### config.mk
export PLATFORM = sky130hd
export DESIGN_NAME = alu_exec_stage
export DESIGN_NICKNAME = d
export VERILOG_FILES = /design/src/rtl/alu_exec_stage.sv
export SDC_FILE = /design/constraint.sdc
export NUM_CORES = 1
export LEC_CHECK = 0
export ABC_AREA = 1
export CAP_MARGIN = 5
export CORE_MARGIN = 1.5
export CORE_UTILIZATION = 58
export DETAILED_ROUTE_END_ITERATION = 8
export GPL_ROUTABILITY_DRIVEN = 0
export HOLD_SLACK_MARGIN = 0.03
export MAX_ROUTING_LAYER = met4
export PLACE_DENSITY = 0.83
export SETUP_SLACK_MARGIN = 0.3
export SYNTH_ARGS = -nofsm -noshare
export SYNTH_HDL_FRONTEND = slang
export SYNTH_SLANG_ARGS = --single-unit
### constraint.sdc
create_clock -name clk -period 4.2 [get_ports clk]
set_input_delay 0.63 -clock clk [delete_from_list [all_inputs] [get_ports clk]]
set_output_delay 0.63 -clock clk [all_outputs]
set_load 0.02 [all_outputs]
### src/rtl/alu_exec_stage.sv
// Single-issue ALU execute stage with valid/ready handshakes on both sides.
// Non-MUL ops finish in one cycle; MUL runs a 16-step shift-add sequence.
module alu_exec_stage #(
  parameter int WIDTH = 16
) (
  input  logic             clk,
  input  logic             rst,
  input  logic             in_valid,
  output logic             in_ready,
  input  logic [2:0]       op,
  input  logic [WIDTH-1:0] opa,
  input  logic [WIDTH-1:0] opb,
  output logic             out_valid,
  input  logic             out_ready,
  output logic [WIDTH-1:0] res_lo,
  output logic [WIDTH-1:0] res_hi,
  output logic [3:0]       flags,
  output logic             illegal
);

  localparam int CNT_W = $clog2(WIDTH);

  localparam logic [1:0] S_IDLE = 2'd0;
  localparam logic [1:0] S_MULT = 2'd1;
  localparam logic [1:0] S_HOLD = 2'd2;

  localparam logic [2:0] OP_ADD = 3'b000;
  localparam logic [2:0] OP_SUB = 3'b001;
  localparam logic [2:0] OP_AND = 3'b010;
  localparam logic [2:0] OP_OR  = 3'b011;
  localparam logic [2:0] OP_XOR = 3'b100;
  localparam logic [2:0] OP_MUL = 3'b101;

  logic [1:0]       state;
  logic [WIDTH-1:0] mcand;
  logic [WIDTH-1:0] acc_hi;
  logic [WIDTH-1:0] acc_lo;
  logic [CNT_W-1:0] cnt;

  logic             accept;
  logic [WIDTH-1:0] add_b;
  logic [WIDTH:0]   sum;
  logic [WIDTH-1:0] alu_lo;
  logic             alu_c;
  logic             alu_v;
  logic             alu_ill;

  logic [WIDTH:0]   step_sum;
  logic [WIDTH-1:0] next_hi;
  logic [WIDTH-1:0] next_lo;

  assign out_valid = (state == S_HOLD);
  assign in_ready  = (state == S_IDLE) || ((state == S_HOLD) && out_ready);
  assign accept    = in_valid && in_ready;

  // SUB reuses the adder as opa + ~opb + 1, so carry-out means "no borrow".
  assign add_b = (op == OP_SUB) ? ~opb : opb;
  assign sum   = {1'b0, opa} + {1'b0, add_b} + {{WIDTH{1'b0}}, (op == OP_SUB)};

  // NOTE: every output of a combinational block gets a default first, so no
  // path through the case can leave it unassigned and infer a latch.
  always_comb begin
    alu_lo  = '0;
    alu_c   = 1'b0;
    alu_v   = 1'b0;
    alu_ill = 1'b0;
    case (op)
      OP_ADD, OP_SUB: begin
        alu_lo = sum[WIDTH-1:0];
        alu_c  = sum[WIDTH];
        alu_v  = (opa[WIDTH-1] == add_b[WIDTH-1]) && (sum[WIDTH-1] != opa[WIDTH-1]);
      end
      OP_AND: alu_lo = opa & opb;
      OP_OR:  alu_lo = opa | opb;
      OP_XOR: alu_lo = opa ^ opb;
      OP_MUL: alu_lo = '0;
      default: alu_ill = 1'b1;
    endcase
  end

  // One shift-add step: conditionally add the multiplicand into the high half,
  // then shift the 33-bit {carry, high, low} right by one.
  assign step_sum = {1'b0, acc_hi} + (acc_lo[0] ? {1'b0, mcand} : '0);
  assign next_hi  = step_sum[WIDTH:1];
  assign next_lo  = {step_sum[0], acc_lo[WIDTH-1:1]};

  // NOTE: state registers use non-blocking assignments so every flop samples
  // values from before the edge, independent of statement order.
  always_ff @(posedge clk) begin
    if (rst) begin
      state   <= S_IDLE;
      mcand   <= '0;
      acc_hi  <= '0;
      acc_lo  <= '0;
      cnt     <= '0;
      res_lo  <= '0;
      res_hi  <= '0;
      flags   <= '0;
      illegal <= 1'b0;
    end else begin
      case (state)
        S_IDLE, S_HOLD: begin
          if (accept) begin
            if (op == OP_MUL) begin
              state  <= S_MULT;
              mcand  <= opb;
              acc_hi <= '0;
              acc_lo <= opa;
              cnt    <= '0;
            end else begin
              state   <= S_HOLD;
              res_lo  <= alu_lo;
              res_hi  <= '0;
              flags   <= {alu_lo[WIDTH-1], (alu_lo == '0), alu_c, alu_v};
              illegal <= alu_ill;
            end
          end else if (state == S_HOLD && out_ready) begin
            state <= S_IDLE;
          end
        end
        S_MULT: begin
          acc_hi <= next_hi;
          acc_lo <= next_lo;
          cnt    <= cnt + 1'b1;
          // The last step's result is published directly, saving a cycle.
          if (cnt == CNT_W'(WIDTH - 1)) begin
            state   <= S_HOLD;
            res_lo  <= next_lo;
            res_hi  <= next_hi;
            flags   <= {next_lo[WIDTH-1], ({next_hi, next_lo} == '0), (next_hi != '0), 1'b0};
            illegal <= 1'b0;
          end
        end
        default: state <= S_IDLE;
      endcase
    end
  end

endmodule

==> metrics <==
status=completed; Remaining DRCs=0; top-count cell post-synth=nand2_1; Initial Util=59.7%; clock tree buffer depth=2; # fillers=roughly 1,000; FMAX=0.317 GHz; post-route ant nets=0; Top delay family on crit path=simple AND/OR/NAND/NOR gates; root buf cell=clkbuf_16; cts bufs inserted=9; Synth Area in Adders=approximately 13%; simple-gate share of the synthesized area=29.5%; R2R cell count=17; Arr. time, crit path=3.45 ns; FF-to-FF setup slack=1.30 ns; H-tree Lvls=3; synthesis-to-layout area growth=16.4%; I/O Pins=78; first-pass GRT wire length=roughly 29 mm; clk_lat worst skew=0.35 ns; HP Start=res_hi[11]; final setup violation count=0; DRT Pass-1 Iters=5; core box area=0.0114 mm2; Sum Neg Setup Slack=0 ns; Hold Path Class=flop to flop; die area=0.0124 mm2; Worst R2R End=flags[1]; CP Class=input pin to flop; slowest stage cell, crit path=clkdlybuf4s50_1; max_cap viols=0; element type at the critical path end=flop; largest net degree at the start of global routing=57; Buf+Inv Stages, Crit Path=3; gr ovfl total=0; Mapped Nets=about 1,200; Synth async-reset ratio=0%; Yosys warning count=0; Critical R2R Launch=acc_lo[0]; worst-margin pin slew=1.08 ns; CP Max Fanout=15; diodes inserted=0; drt initial violations=504; top cells by count, synth=285 x nand2_1, 169 x inv_1, 123 x a21oi_1; Routed WL=~18 mm; cell mode on critical path=nand2_1; per-cell routed wire length=13.9 um; I/O Buffers=77; Yosys top cell by area=dfxtp_1; Post-CTS Setup Bufs=0; Synth Area in Compound Gates=approximately 16%; #FFs+latches synth=90; Resized Gates After CTS=0; syn_area_per_cell=between 6 and 7 um2; CTS tree=yes; Die Span X=111 um; CP max stage delay=0.58 ns; largest family of logic cells by synthesized area=simple AND/OR/NAND/NOR gates; Hold-fix buffers, CTS=0; area of the multi-input gates=around 0.0042 mm2; pwr/cell area=280 mW/mm2; RSZ-0062 raised after global routing=no; post-synthesis xor/xnor area fraction=2.70%; maximum vdd drop=roughly 330 uV; period utilization=75.1%; CP Launch Type=input pin; ys flop type=dfxtp_1; Pins Over Slew Limit=0; vias in the first global route=between 6,000 and 7,000; vias post-DR=roughly 6,900; layout cells sized above 1=about 4.2%; Post-synth EDFFs=0; post-layout min period=3.15 ns; Nets=between 1,000 and 1,500; synth unique cells=37; Slew headroom=28.0%; Die Span Y=about 110 um; Mapped Area=0.00682 mm2; leakage=roughly 3.8 nW; mux contribution to synthesized area=0%; clk slew on worst S/H paths=around 0.06 ns; hpwl dp=13.3 mm; register area=approximately 0.0018 mm2; pre-CTS setup slack=0.750 ns; share of the synthesized area in the top cell type=26.4%; Worst Hold End=res_hi[11]; share of the yosys chip area belonging to registers=26.4%; worst setup margin=1.05 ns; Overall Global Routing Usage=29.5%; Final Hold Viols=0; Hold Path Stages=2; vias per cell=5.39; Layout Skew=0.00637 ns; Worst EP required=4.49 ns; clock sink count=90; initial antenna violation count=0; CP Cell Sequence=clkdlybuf4s50_1 -> nor2_8 -> nand2_1 -> buf_4 -> xor2_1 -> fa_1 -> nand2_1 -> nand2_1 -> nor3_1 -> nand2_1 -> nor2_1 -> nand2_1 -> nor2_1 -> nand3_1 -> nor2_1 -> nand3_1 -> nand3_1 -> nand2_1 -> inv_1; row count=39; Synth Instances=1,068; Synth area leaders=dfxtp_1 26%, nand2_1 16%, ha_1 12%, inv_1 9.3%, a21oi_1 9.0%
-- registers in the layout, summed over array words and instances, names as in the netlist --
register and count:
acc_hi 16, acc_lo 16, cnt 4, flags 4, illegal 1, mcand 16, res_hi 16, res_lo 15
state 2
-- tightest hold or removal path: stages, from the launching register on --
cell     delay, ns
dfxtp_1       0.31
nand2_1       0.06
a21oi_1       0.05
-- area by class of cell --
| cell class | count | area share (%) |
|---|---|---|
| clock inverter | 5 | 0.694 |
| clock buffer | 11 | 2.93 |
| tap | 143 | 2.25 |
| inverter | 171 | 8.09 |
| timing repair buffer | 90 | 10.9 |
| multi-input combinational | 764 | 52.4 |
| sequential | 90 | 22.7 |
-- metrics by stage --
step	power, mW	hold WS (ns)	instance area [um2]	cells	utilization [%]
floorplan	1.26	0.440	6820	1068	-
finish	2.22	0.462	7940	1274	69.5
global placement	1.43	0.452	7650	1258	67.0
global route	2.33	0.487	7940	1274	69.5
detailed placement	1.44	0.456	7650	1258	67.0
CTS	2.22	0.465	7940	1274	69.5
-- layer usage --
metal | global-route usage, % | part of all wire, % | up-vias
li1 | - | - | 3534
met1 | 38.8 | 47 | 3080
met2 | 47.4 | 45 | 217
met3 | 4.03 | 5.4 | 32
met4 | 9.37 | 2.5 | 0
met5 | - | 0 | -
-- placed cells by master (no fill, tap or decap), drive strengths merged, types with 11 or more instances in the layout --
cell type,count
a31oi,12
dfxtp,90
o21ai,48
clkdlybuf4s50,76
clkbuf,11
inv,171
nand3,76
nor2,81
buf,14
ha,67
a21oi,124
nand2,291
xor2,16
-- report_power, final --
group,switching (mW),leakage [nW],internal (mW)
clock,0.329,0.136,0.459
combinational,0.332,2.94,0.202
sequential,0.0172,0.730,0.881
-- how the worst max path moves through the flow --
stage          start       end  slack, ns  cells past startpoint
2_1_floorplan  op[2]  flags[2]       1.06                     24
3_3_place_gp   op[2]  flags[3]       0.78                     19
3_5_place_dp   op[2]  flags[3]       0.75                     19
4_1_cts        op[2]  flags[2]       1.10                     19
5_1_grt        op[2]  flags[2]       0.86                     20
6_report       op[2]  flags[2]       1.05                     19
-- cells by family (layout without fill, tap and decap cells) --
logic type / count (synthesis) / count (layout)
DFF: 90 / 90
adders and majority gates: 69 / 69
AOI/OAI and AO/OA: 199 / 199
and+or+nand+nor: 475 / 475
xor gates and xnor gates: 21 / 21
buffers and inverters: 214 / 277
(Power assumes the default switching activity.)
